$ cat config.mk
export PLATFORM = sky130hd
export DESIGN_NAME = soi_access_arb
export DESIGN_NICKNAME = d
export VERILOG_FILES = /design/src/rtl/soi_access_arb.sv
export SDC_FILE = /design/constraint.sdc
export NUM_CORES = 1
export LEC_CHECK = 0
export BUFFER_PORTS_ARGS = -buffer_cell sky130_fd_sc_hd__buf_2
export CAP_MARGIN = 5
export CORE_MARGIN = 2
export CORE_UTILIZATION = 43
export DETAILED_ROUTE_END_ITERATION = 7
export HOLD_SLACK_MARGIN = 0.08
export PLACE_DENSITY = 0.78
export REMOVE_ABC_BUFFERS = 1
export SETUP_SLACK_MARGIN = 0.15
export SYNTH_ARGS = -nofsm -noshare
export SYNTH_HDL_FRONTEND = slang
export SYNTH_SLANG_ARGS = --single-unit
export TNS_END_PERCENT = 100
$ cat constraint.sdc
create_clock -name clk -period 8.25 [get_ports clk]
set_clock_uncertainty 0.2 [all_clocks]
set_input_delay 1.65 -clock clk [delete_from_list [all_inputs] [get_ports clk]]
set_output_delay 1.65 -clock clk [all_outputs]
set_load 0.03 [all_outputs]
$ cat src/rtl/soi_access_arb.sv
// soi_access_arb: owns one signal-of-interest register and serialises
// READ / WRITE / HOLD / RELEASE access to it among NUM_REQ requesters.
// Arbitration is round-robin while unlocked. While a lock is held, only the
// lock owner is eligible. Each response follows its accept by one cycle.
// Optional build macro SOI_ACCESS_STATS_EN adds the per-requester accept
// counters (acc_count) and the longest-stall tracker (stall_max).
module soi_access_arb #(
  parameter int          NUM_REQ = 4,
  parameter int          DATA_W  = 8,
  parameter logic [63:0] SOI_RST = 64'hFF
) (
  input  logic                         clk,
  input  logic                         rst,
  input  logic                         free_run,
  input  logic [NUM_REQ-1:0]           req_valid,
  input  logic [2*NUM_REQ-1:0]         req_op,
  input  logic [DATA_W*NUM_REQ-1:0]    req_wdata,
  output logic [NUM_REQ-1:0]           req_ready,
  output logic [NUM_REQ-1:0]           rsp_valid,
  output logic [DATA_W-1:0]            rsp_rdata,
  output logic                         rsp_err,
  output logic [DATA_W-1:0]            soi_value,
  output logic                         soi_held,
`ifdef SOI_ACCESS_STATS_EN
  output logic [16*NUM_REQ-1:0]        acc_count,
  output logic [15:0]                  stall_max,
`endif
  output logic [$clog2(NUM_REQ)-1:0]   lock_owner
);

  localparam int          IW        = $clog2(NUM_REQ);
  localparam int unsigned NUM_REQ_U = NUM_REQ;
  localparam logic [IW-1:0]     LAST_IDX  = IW'(NUM_REQ - 1);
  localparam logic [DATA_W-1:0] SOI_RST_V = SOI_RST[DATA_W-1:0];

  typedef enum logic {ST_RUN, ST_HELD} state_e;
  typedef enum logic [1:0] {OP_READ, OP_WRITE, OP_HOLD, OP_RELEASE} op_e;

  state_e              state_q, state_d;
  logic [IW-1:0]       owner_q, owner_d;
  logic [IW-1:0]       rr_q, rr_d;
  logic [DATA_W-1:0]   soi_q, soi_d;
  logic [NUM_REQ-1:0]  rsp_valid_q, rsp_valid_d;
  logic [DATA_W-1:0]   rsp_rdata_q, rsp_rdata_d;
  logic                rsp_err_q, rsp_err_d;

  logic [NUM_REQ-1:0]  grant;
  logic [IW-1:0]       gidx;
  logic [IW-1:0]       cand;
  logic                found;
  logic                accept;
  op_e                 op;

  logic [1:0]          op_a [NUM_REQ];
  logic [DATA_W-1:0]   wd_a [NUM_REQ];

  // Split the flat request buses into per-requester fields.
  for (genvar g = 0; g < NUM_REQ; g++) begin : g_unpack
    assign op_a[g] = req_op[2*g +: 2];
    assign wd_a[g] = req_wdata[DATA_W*g +: DATA_W];
  end

  // Grant selection: owner-only while held, else first valid from rr_q.
  always_comb begin
    grant = '0;
    gidx  = '0;
    cand  = '0;
    found = 1'b0;
    if (!rst) begin
      if (state_q == ST_HELD) begin
        if (req_valid[owner_q]) begin
          grant[owner_q] = 1'b1;
          gidx           = owner_q;
        end
      end else begin
        for (int unsigned k = 0; k < NUM_REQ_U; k++) begin
          cand = IW'((32'(rr_q) + k) % NUM_REQ_U);
          if (!found && req_valid[cand]) begin
            found       = 1'b1;
            grant[cand] = 1'b1;
            gidx        = cand;
          end
        end
      end
    end
  end

  assign accept = |grant;
  assign op     = op_e'(op_a[gidx]);

  // Next-state for lock FSM, rr pointer, SOI and the response pipeline.
  always_comb begin
    state_d     = state_q;
    owner_d     = owner_q;
    rr_d        = rr_q;
    soi_d       = soi_q;
    rsp_valid_d = '0;
    rsp_rdata_d = rsp_rdata_q;
    rsp_err_d   = 1'b0;

    if (accept) begin
      rr_d        = (gidx == LAST_IDX) ? '0 : gidx + IW'(1);
      rsp_valid_d = grant;
      rsp_rdata_d = soi_q;
      rsp_err_d   = (state_q == ST_RUN) && (op == OP_RELEASE);
      case (op)
        OP_HOLD: begin
          if (state_q == ST_RUN) begin
            state_d = ST_HELD;
            owner_d = gidx;
          end
        end
        OP_RELEASE: begin
          if (state_q == ST_HELD) begin
            state_d = ST_RUN;
            owner_d = '0;
          end
        end
        default: ;
      endcase
    end

    // A write wins over the toggle; toggling resumes from the written value.
    if (accept && (op == OP_WRITE)) begin
      soi_d = wd_a[gidx];
    end else if ((state_q == ST_RUN) && free_run) begin
      soi_d = ~soi_q;
    end
  end

  // Lock FSM and registered outputs.
  always_ff @(posedge clk or posedge rst) begin
    if (rst) begin
      state_q     <= ST_RUN;
      owner_q     <= '0;
      rr_q        <= '0;
      soi_q       <= SOI_RST_V;
      rsp_valid_q <= '0;
      rsp_rdata_q <= '0;
      rsp_err_q   <= 1'b0;
    end else begin
      state_q     <= state_d;
      owner_q     <= owner_d;
      rr_q        <= rr_d;
      soi_q       <= soi_d;
      rsp_valid_q <= rsp_valid_d;
      rsp_rdata_q <= rsp_rdata_d;
      rsp_err_q   <= rsp_err_d;
    end
  end

  assign req_ready  = grant;
  assign rsp_valid  = rsp_valid_q;
  assign rsp_rdata  = rsp_rdata_q;
  assign rsp_err    = rsp_err_q;
  assign soi_value  = soi_q;
  assign soi_held   = (state_q == ST_HELD);
  assign lock_owner = owner_q;

`ifdef SOI_ACCESS_STATS_EN
  logic [15:0] acc_q [NUM_REQ];
  logic [15:0] run_q [NUM_REQ];
  logic [15:0] run_d [NUM_REQ];
  logic [15:0] stall_max_q, stall_max_d;

  // Per-requester stall run length and the running maximum over all of them.
  always_comb begin
    stall_max_d = stall_max_q;
    for (int unsigned i = 0; i < NUM_REQ_U; i++) begin
      run_d[i] = '0;
      if (req_valid[i] && !grant[i]) begin
        run_d[i] = (run_q[i] == '1) ? run_q[i] : run_q[i] + 16'd1;
      end
      if (run_d[i] > stall_max_d) begin
        stall_max_d = run_d[i];
      end
    end
  end

  // Saturating accept counters and stall trackers.
  always_ff @(posedge clk or posedge rst) begin
    if (rst) begin
      for (int unsigned i = 0; i < NUM_REQ_U; i++) begin
        acc_q[i] <= '0;
        run_q[i] <= '0;
      end
      stall_max_q <= '0;
    end else begin
      for (int unsigned i = 0; i < NUM_REQ_U; i++) begin
        if (grant[i] && (acc_q[i] != '1)) begin
          acc_q[i] <= acc_q[i] + 16'd1;
        end
        run_q[i] <= run_d[i];
      end
      stall_max_q <= stall_max_d;
    end
  end

  for (genvar g = 0; g < NUM_REQ; g++) begin : g_acc_out
    assign acc_count[16*g +: 16] = acc_q[g];
  end
  assign stall_max = stall_max_q;
`endif

endmodule

==> results of run 1 <==
## through the flow
step / worst slack, ns / utilization [%]
finish: 2.813 / 53.03
detailed placement: 2.904 / 51.63
global route: 2.577 / 53.03
CTS: 2.801 / 53.03
global placement: 2.922 / 51.63
floorplan: 3.198 / -
## cell type report
cell class	count	area [um^2]	share of cell area, %
multi-input cells	166	1468	54.53
flip-flops and latches	26	660.6	24.55
repair buffers	76	385.4	14.32
well taps	70	87.58	3.254
clock buffers	3	41.29	1.534
clock inverters	1	30.03	1.116
inverters	5	18.77	0.6974
## cells by family (layout without fill, tap and decap cells)
group                    count (synthesis)  after routing  share of synthesized area [%]
buffers and inverters                   23             85                          5.237
AND/OR/NAND/NOR                         50             50                          13.98
multiplexers                            57             57                          27.91
flip-flops                              26             26                          29.41
AO/OA/AOI/OAI                           42             42                          15.32
adder cells (fa/ha/maj)                  9              9                          5.014
XOR/XNOR                                 8              8                          3.120
## state kept, by name, summed over array words and instances (netlist names)
| name | cells |
|---|---|
| rsp_err | 1 |
| lock_owner | 2 |
| soi_value | 8 |
| soi_held | 1 |
| rsp_valid | 4 |
| rsp_rdata | 8 |
| rr_q | 2 |
## critical path, stage by stage (launching register included)
cell	delay (ns)
dfrtp_1	0.78
inv_1	0.33
ha_1	0.51
or3b_1	0.47
a2111oi_4	0.44
o21ai_0	0.16
a311oi_2	0.35
buf_2	0.28
## cell usage in the layout (no fill, tap or decap), types with 4 or more instances in the layout
master    count
buf_2        74
a41oi_1       4
dfrtp_1      18
inv_1         5
mux2_2       23
xor2_1        8
mux2i_1      29
nand2_1      16
o21ai_0      12
a31oi_1       6
nand3b_1      5
nor3b_1       5
ha_1          9
dfstp_2       8
## path summary, 6_finish.rpt
path / startpoint / endpoint / slack, ns
worst max-delay path: rr_q[0] / req_ready[0] / 2.81
min in group asynchronous: rst / rsp_rdata[6] / 1.32
worst min register to register: rsp_rdata[1] / rsp_rdata[1] / 0.31
worst max register to register: rr_q[0] / soi_value[2] / 3.58
worst min-delay path: rsp_rdata[1] / rsp_rdata[1] / 0.31
max in group asynchronous: rst / soi_value[6] / 6.22
## routing by layer
metal  wire length [um]  vias up  GRT usage, %  part of all wire, %
li1                   -      926             -                    -
met1               2226      909         23.62                   45
met2               2446       56         30.18                   49
met3                237        6         2.488                  4.8
met4                 61        0         4.182                  1.2
met5                  0        -             0                    0
## where the power goes
part,internal (uW),switching [uW],total (uW),leakage (uW)
combinational,304,430,735,0.000878
clock,64.8,38.8,104,0.0000357
sequential,209,77.7,287,0.000303
==> metrics.md, run 1 <==
| Metric | Value |
|---|---|
| Layout net count | `334` |
| EDFF count, synth | `0` |
| Post-route insts no fill | `between 300 and 400` |
| Avg Cell Area, Syn | `approximately 10 um^2` |
| Hold_ws | `0.3066 ns` |
| Normalized max-slew margin | `29.83%` |
| FP Rows | `26` |
| Slew @ Worst Pin | `between 1 and 1.5 ns` |
| Pins Over Slew Limit | `0` |
| DP Area | `between 2000 and 3000 um^2` |
| Fill count | `467` |
| Min-Delay Path Depth | `1` |
| Vias in the first global route | `1826` |
| Antenna Cells | `0` |
| Hold_buf cts | `0` |
| Setup tns final | `0 ns` |
| Endpoints failing setup | `0` |
| CP startpoint kind | `flip-flop` |
| Yosys warns | `0` |
| CTS Buf Count | `3` |
| Required @ worst endpoint | `6.40 ns` |
| Async set-reset flop share out of synthesis | `100.0%` |
| Post-CTS setup buffers | `0` |
| Hold crit path type | `flip-flop to flip-flop` |
| Total routed wirelength | `between 4000 and 5000 um` |
| Min Tclk post-route | `5.437 ns` |
| Tcrit/Tclk final | `65.91%` |
| Layout cell share with drive strength beyond 1 | `44.40%` |
| Worst-path clk slew | `0.09 ns` |
| #FFs+latches synth | `26` |
| Gate Count Post-Synth | `215` |
| Synthesized area | `around 2200 um^2` |
| Cell taking the most area after synthesis | `dfrtp_1` |
| R2R depth | `9` |
| Core footprint | `5075 um^2` |
| Crit path arrival time | `about 3.6 ns` |
| WL/cell | `14.33 um` |
| Routed Antenna Nets | `0` |
| Peak VDD IR | `roughly 0.15 mV` |
| Count leader, synth | `mux2i_1` |
| First-pass detailed-route iteration total | `4` |
| Ranking of synthesized cells by area | `dfrtp_1 (20%), mux2i_1 (13%), mux2_2 (12%)` |
| Max cap viols | `0` |
| Layout area overhead | `19.83%` |
| Crit Path Category | `flip-flop to output port` |
| Max Buffers Root-to-Sink | `2` |
| Pwr dens | `~420 nW/um^2` |
| Endpoints failing hold | `0` |
| Largest net degree at the start of global routing | `32` |
| Die Ht | `between 70 and 80 um` |
| First-pass GRT wire length | `8590 um` |
| Sequential-to-total area share from yosys stat | `29.42%` |
| Initial antenna violation count | `0` |
| Total gr overflow | `0` |
| Leakage power | `between 0.001 and 0.0015 uW` |
| CTS tree | `built` |
| DRT iter0 DRCs | `90` |
| Unrepaired setup endpoints after global routing | `false` |
| Initial Util | `44.26%` |
| Die X | `76.27 um` |
| Io pins | `75` |
| Highest Clock Rate | `0.1839 GHz` |
| Post-Place Cells | `343` |
| Post-DP HPWL | `3785 um` |
| Later-pin clock latency in the skew report | `roughly 0.27 ns` |
| Most instantiated cells after synthesis | `mux2i_1 (29), mux2_2 (23), dfrtp_1 (18), nand2_1 (16), o21ai_0 (12)` |
| Critical Path Sink Type | `output port` |
| Number of port buffers | `74` |
| Die area | `5817 um^2` |
| CTS H-tree lvls | `1` |
| Top_reg_cell synth | `dfrtp_1` |
| DRC viols | `0` |
| DR vias | `1897` |
| Total chip power | `1126 uW` |
| Clk sink count | `26` |
| Worst-path maximum fanout | `18` |
| Top-area cell type share of the netlist area | `20.06%` |
| Gpl congestion | `0.8477` |
| Global Route Usage Sum | `17.66%` |
| Synth unique cells | `53` |
| CTS root buf | `clkbuf_8` |
| Status | `finished, final reports clean` |
| PostCTS Resize Cnt | `0` |
| Final instance area | `about 2700 um^2` |
| Vias per cell | `5.467` |
(Power assumes the default switching activity.)
==> run 2: changes to the inputs <==
ABC_AREA = 1   (was not set)
PLACE_DENSITY = 0.81   (was 0.78)
clock period = 4.4 ns   (was 8.25 ns; I/O delays follow)
==> run 2 against run 1 <==
- core utilization up 0.22 points
- highest routed layer unchanged
- via count rose by 16%
- clock power is 45% higher
- sequential share of layout area is 0.10 points lower
- first-iteration DRC count grew 110%
- critical path type unchanged
- clock-buffer cell count up 1
- total power grew 110%
==> metrics.md, run 2 <==
| Metric | Value |
|---|---|
| Status | `finished, final reports clean` |
| Top_reg_cell synth | `dfrtp_1` |
| Min Tclk post-route | `3.686 ns` |
| Die area | `5814 um^2 (about the same)` |
| Pins Over Slew Limit | `0 (unchanged)` |
| Routed Antenna Nets | `0 (unchanged)` |
| Async set-reset flop share out of synthesis | `100.0% (unchanged)` |
| Initial antenna violation count | `0 (unchanged)` |
| CTS Buf Count | `3 (unchanged)` |
| Hold crit path type | `flip-flop to flip-flop` |
| Layout area overhead | `20.40%` |
| First-pass GRT wire length | `9101 um (+5.9%)` |
| Slew @ Worst Pin | `0.4851 ns (-0.5596 ns)` |
| Tcrit/Tclk final | `83.76%` |
| PostCTS Resize Cnt | `0 (unchanged)` |
| Layout cell share with drive strength beyond 1 | `32.29% (-12 points)` |
| Total gr overflow | `0 (unchanged)` |
| Post-Synth XOR/XNOR Area | `3.122% (about the same)` |
| RR Startpoint | `rr_q[0]` |
| Hold_buf cts | `0 (unchanged)` |
| Gpl congestion | `0.9270 (+9.4%)` |
| Max cap viols | `0 (unchanged)` |
| First-pass detailed-route iteration total | `4 (unchanged)` |
| Highest Clock Rate | `0.2713 GHz` |
| Post-CTS setup buffers | `0 (unchanged)` |
| Endpoints failing setup | `0 (unchanged)` |
| Post-DP HPWL | `4194 um (+11%)` |
| Most instantiated cells after synthesis | `nand2_1 (94), inv_1 (34), o21ai_0 (30), nor2_1 (23), nand3_1 (22)` |
| Most frequent cells in the layout | `nand2_1 (94), buf_2 (74), inv_1 (34)` |
| Synth unique cells | `31 (-42%)` |
| Die Ht | `76.25 um (about the same)` |
| Clk sink count | `26 (unchanged)` |
| Sequential-to-total area share from yosys stat | `29.43% (about the same)` |
| Unrepaired setup endpoints after global routing | `false` |
| R2R depth | `15 (+6)` |
| Post-Synth Simple-Gate Area | `41.47% (+27 points)` |
| Critical Path Start | `rr_q[0]` |
| CP startpoint kind | `flip-flop` |
| Total routed wirelength | `5256 um (+5.7%)` |
| Crit path arrival time | `2.61 ns (-0.98 ns)` |
| Number of port buffers | `74 (unchanged)` |
| Worst-path clk slew | `0.08 ns (about the same)` |
| Top-area cell type share of the netlist area | `20.07% (about the same)` |
| Layout net count | `441 (+32%)` |
| Gate Count Post-Synth | `314 (+46%)` |
| WL/cell | `11.58 um (-19%)` |
| Critical Path Sink Type | `output port` |
| Synth Area in Adders | `5.017% (about the same)` |
| Max Buffers Root-to-Sink | `2 (unchanged)` |
| Cell taking the most area after synthesis | `dfrtp_1` |
| Vias in the first global route | `2001 (+9.6%)` |
| DR vias | `2199 (+16%)` |
| Fill count | `520 (+11%)` |
| EDFF count, synth | `0 (unchanged)` |
| R2R setup slack | `1.16 ns (-2.42 ns)` |
| Core footprint | `5075 um^2 (unchanged)` |
| Avg Cell Area, Syn | `7.149 um^2 (-32%)` |
| Io pins | `75 (unchanged)` |
| Ranking of synthesized cells by area | `dfrtp_1 (20%), nand2_1 (16%), dfstp_2 (9.4%)` |
| FP Rows | `26 (unchanged)` |
| CTS H-tree lvls | `1 (unchanged)` |
| Commonest non-fill, non-tap cell in the layout | `nand2_1` |
| Global Route Usage Sum | `18.39% (+0.74 points)` |
| Vias per cell | `4.844 (-11%)` |
| Pwr dens | `883.4 nW/um^2 (+110%)` |
| CP endpoint | `req_ready[3]` |
| Crit Path Category | `flip-flop to output port` |
| Antenna Cells | `0 (unchanged)` |
| Largest family of logic cells by synthesized area | `simple AND/OR/NAND/NOR gates` |
| Peak VDD IR | `0.3399 mV (+130%)` |
| Post-Place Cells | `450 (+31%)` |
| Initial Util | `44.23% (about the same)` |
| RR Endpoint | `rr_q[1]` |
| CTS root buf | `clkbuf_8` |
| Hold_ws | `0.2862 ns (-0.02039 ns)` |
| Worst-path maximum fanout | `12 (-6)` |
| Synthesized area | `2245 um^2 (about the same)` |
| Post-route insts no fill | `454 (+31%)` |
| Largest net degree at the start of global routing | `28 (-13%)` |
| #FFs+latches synth | `26 (unchanged)` |
| DRT iter0 DRCs | `190 (+110%)` |
| Leakage power | `0.001511 uW (+24%)` |
| Later-pin clock latency in the skew report | `0.26 ns (about the same)` |
| Normalized max-slew margin | `67.66% (+38 points)` |
| Required @ worst endpoint | `3.32 ns (-3.08 ns)` |
| Setup tns final | `0 ns (unchanged)` |
| Compound-Gate Fraction of Synth Area | `11.76% (-3.6 points)` |
| CTS tree | `built` |
| Die X | `76.25 um (about the same)` |
| DRC viols | `0 (unchanged)` |
| Count leader, synth | `nand2_1` |
| Mux cell area share after synthesis | `0% (-28 points)` |
| Yosys warns | `0 (unchanged)` |
| Endpoints failing hold | `0 (unchanged)` |
==> run 2: through the flow <==
stage	utilization, %	area, um^2	total power, uW	setup slack [ns]
after global routing	53.25	2703	2634	0.4869
after CTS	53.25	2703	2398	0.7403
after floorplan	-	2182	1844	1.308
final	53.25	2703	2388	0.7144
after global placement	52.17	2648	2191	1.109
after detailed placement	52.17	2648	2235	1.028
==> run 2: cell type report <==
class | count | area [um^2] | area share, %
inverter | 37 | 143.9 | 5.324
multi-input combinational | 242 | 1378 | 50.97
timing repair buffer | 75 | 377.9 | 13.98
tap | 70 | 87.58 | 3.241
clock buffer | 4 | 55.05 | 2.037
sequential | 26 | 660.6 | 24.44
==> run 2: cells by family after synthesis <==
group,after synthesis
buffers and inverters,46
and+or+nand+nor,177
adders and majority gates,9
AOI/OAI and AO/OA,48
DFF,26
xor gates and xnor gates,8
==> run 2: worst max-delay path: stages, from the launching register on <==
cell	delay, ns
dfrtp_1	0.65
inv_6	0.11
ha_1	0.40
inv_1	0.10
nand2_1	0.10
nand2_2	0.08
nor2_4	0.12
nand2_2	0.08
nor2_4	0.14
nand2_1	0.07
nand3_1	0.07
nand3_1	0.13
inv_1	0.08
buf_2	0.19
==> run 2: routing by layer <==
layer / share of wire [%] / track usage [%] / vias to the layer above
met5: 0 / 0 / -
met4: 0.59 / 3.636 / 0
li1: - / - / 1138
met2: 49 / 31.59 / 83
met3: 6.1 / 2.251 / 5
met1: 44 / 25.02 / 973
==> run 2: how the worst min path moves through the flow <==
stage                     cells after the start          from  slack [ns]           end
after floorplan                               2  soi_value[0]        0.40  rsp_rdata[0]
after global placement                        2  rsp_rdata[3]        0.26  rsp_rdata[3]
after detailed placement                      2  rsp_rdata[6]        0.27  rsp_rdata[6]
after CTS                                     2  rsp_rdata[4]        0.29  rsp_rdata[4]
after global routing                          2  rsp_rdata[0]        0.32  rsp_rdata[0]
final                                         2  rsp_rdata[4]        0.29  rsp_rdata[4]
==> run 2: where the power goes <==
group | switching (uW) | internal, uW | leakage, uW
sequential | 90.9 | 391 | 0.000312
combinational | 1220 | 533 | 0.00117
clock | 70.8 | 79.9 | 0.0000288
total | 1380 | 1000 | 0.00151
==> run 3: changes to the inputs <==
ABC_AREA = 0   (was 1)
PLACE_DENSITY = 0.78   (was 0.81)
clock period = 3.7 ns   (was 4.4 ns; I/O delays follow)
==> run 3 against run 2 <==
- clock-buffer cell count did not move
- worst setup slack lost 0.47 ns
- flip-flop and latch count is the same
- hold slack gained 0.021 ns
- total power up 11%
- final cell count shrank 20%
==> metrics.md, run 3 (synthesis gave the netlist of run 1 again) <==
| Metric | Value |
|---|---|
| Status | `finished, final reports clean` |
| Global Route Usage Sum | `19.35% (+0.96 points)` |
| Crit path arrival time | `2.52 ns (-0.09 ns)` |
| Die X | `76.27 um (about the same)` |
| CTS root buf | `clkbuf_8` |
| Commonest non-fill, non-tap cell in the layout | `buf_2` |
| Endpoints failing hold | `0 (unchanged)` |
| Clk sink count | `26 (unchanged)` |
| FP Rows | `26 (unchanged)` |
| Worst-path maximum fanout | `9 (-3)` |
| Most frequent cells in the layout | `buf_2 (71), mux2i_1 (29), mux2_2 (23)` |
| CP startpoint kind | `flip-flop` |
| Io pins | `75 (unchanged)` |
| M3 GR Usage | `2.962% (+0.71 points)` |
| Final worst slack | `0.2419 ns (-0.4725 ns)` |
| Crit Path Category | `flip-flop to output port` |
| Pwr dens | `935.1 nW/um^2 (+5.8%)` |
| Worst path bufs/invs | `4 (unchanged)` |
| Max cap viols | `0 (unchanged)` |
| Pint | `1371 uW (+37%)` |
| Slew @ Worst Pin | `0.5732 ns (+0.08819 ns)` |
| Max Buffers Root-to-Sink | `2 (unchanged)` |
| Layout area overhead | `25.91%` |
| Fin util | `55.72% (+2.5 points)` |
| CTS Buf Count | `3 (unchanged)` |
| Antenna Cells | `0 (unchanged)` |
| CTS tree | `built` |
| Initial Util | `44.26% (about the same)` |
| Max stage delay cell, worst path | `or3b_4` |
| Pre-CTS setup slack | `-0.03607 ns (-1.064 ns)` |
| WL/cell | `14.78 um (+28%)` |
| Min Tclk post-route | `3.458 ns` |
| Die Ht | `76.27 um (about the same)` |
| Post-DP HPWL | `4060 um (-3.2%)` |
| Switching portion of total power | `48.14% (-9.8 points)` |
| First-pass detailed-route iteration total | `6 (+2)` |
| Critical Path Max Stage Delay | `0.41 ns (-0.24 ns)` |
| Leakage power | `0.001285 uW (-15%)` |
| DRT iter0 DRCs | `90 (-53%)` |
| Logic pwr share | `70.6% (-2.9 points)` |
| Post-route insts no fill | `361 (-20%)` |
| DP Area | `2673 um^2 (+0.95%)` |
| Largest net degree at the start of global routing | `21 (-25%)` |
| Critical Path Sink Type | `output port` |
| Tcrit/Tclk final | `roughly 93%` |
| Met1 global-route usage | `26.64% (+1.6 points)` |
| Crit path cell chain | `inv_2, ha_4, or3b_4, a2111oi_4, buf_4, o21ai_1, a311oi_2, buf_4, buf_4` |
| Number of port buffers | `74 (unchanged)` |
| Final instance area | `2828 um^2 (+4.6%)` |
| CTS H-tree lvls | `1 (unchanged)` |
| Met2 Track Usage GR | `32.04% (+0.44 points)` |
| CP most frequent cell | `buf_4` |
| Unrepaired setup endpoints after global routing | `false` |
| Vias in the first global route | `1920 (-4.0%)` |
| Hold_buf cts | `0 (unchanged)` |
| Clk pwr share | `7.0% (+0.7 points)` |
| Total routed wirelength | `5334 um (+1.5%)` |
| Total gr overflow | `0 (unchanged)` |
| DRC viols | `0 (unchanged)` |
| Initial antenna violation count | `0 (unchanged)` |
| Layout cell share with drive strength beyond 1 | `49.14% (+17 points)` |
| First-pass GRT wire length | `9321 um (+2.4%)` |
| Seq pwr share | `22.5% (+2.3 points)` |
| Normalized max-slew margin | `61.78% (-5.9 points)` |
| Die area | `5817 um^2 (about the same)` |
| Highest Clock Rate | `just under 0.3 GHz` |
| Peak VDD IR | `0.5381 mV (+58%)` |
| Gpl congestion | `0.8702 (-6.1%)` |
| Core footprint | `5075 um^2 (unchanged)` |
| Layout net count | `348 (-21%)` |
| Hold crit path type | `flip-flop to flip-flop` |
| Worst-path clk slew | `0.09 ns (about the same)` |
| Vias per cell | `5.435 (+12%)` |
| Post-Place Cells | `350 (-22%)` |
| Later-pin clock latency in the skew report | `0.27 ns (about the same)` |
| Top Usage Layer GRT | `met2` |
| DR vias | `1962 (-11%)` |
| Sw Pwr | `1273 uW (-8.0%)` |
| Routed Antenna Nets | `0 (unchanged)` |
| Required @ worst endpoint | `2.76 ns (-0.56 ns)` |
| Endpoints failing setup | `0 (unchanged)` |
| CP top delay family | `compound AO/OA/AOI/OAI gates` |
| Pins Over Slew Limit | `0 (unchanged)` |
[run 3: cell type report]
type                    count  area (um^2)
fillers                   452         2247
multi-input cells         166         1495
flip-flops and latches     26        660.6
repair buffers             90        510.5
well taps                  70        87.58
clock buffers               4        55.05
inverters                   5        18.77
[run 3: timing repair]
item,4_1_cts,5_1_grt
setup endpoints to repair,12,13
setup buffers,5,2
pin swaps,5,2
gates resized for setup,11,1
[run 3: power groups by stage]
stage / clock (uW) / sequential [uW] / combinational (uW)
floorplan: 0 / 878 / 1000
global placement: 0 / 592 / 1730
detailed placement: 0 / 600 / 1760
CTS: 188 / 595 / 1860
global route: 197 / 622 / 2020
finish: 184 / 595 / 1870
[run 3: metrics by stage]
| step | hold slack [ns] | TNS (ns) | power (uW) |
|---|---|---|---|
| finish | 0.3068 | 0 | 2644 |
| global route | 0.3322 | 0 | 2841 |
| CTS | 0.3127 | 0 | 2641 |
| detailed placement | 0.2925 | -0.1329 | 2363 |
| global placement | 0.2811 | 0 | 2318 |
| floorplan | 0.4413 | -8.340 | 1882 |
[run 3: final timing paths]
path | slack (ns) | end | depth (start not counted) | start
min in group asynchronous | 0.33 | rsp_rdata[1] | 2 | rst
min reg2reg | 0.31 | rsp_rdata[5] | 1 | rsp_rdata[5]
max in group asynchronous | 2.29 | soi_value[0] | 3 | rst
max reg2reg | 0.36 | lock_owner[0] | 11 | rr_q[1]
max | 0.24 | req_ready[0] | 9 | rr_q[1]
min | 0.31 | rsp_rdata[5] | 1 | rsp_rdata[5]
[run 3: routing by layer]
| metal | vias up | wire (um) | part of all wire, % |
|---|---|---|---|
| met3 | 13 | 211 | 4.0 |
| met4 | 0 | 97 | 1.8 |
| met1 | 931 | 2338 | 44 |
| met2 | 60 | 2687 | 50 |
| met5 | - | 0 | 0 |
| li1 | 958 | - | - |
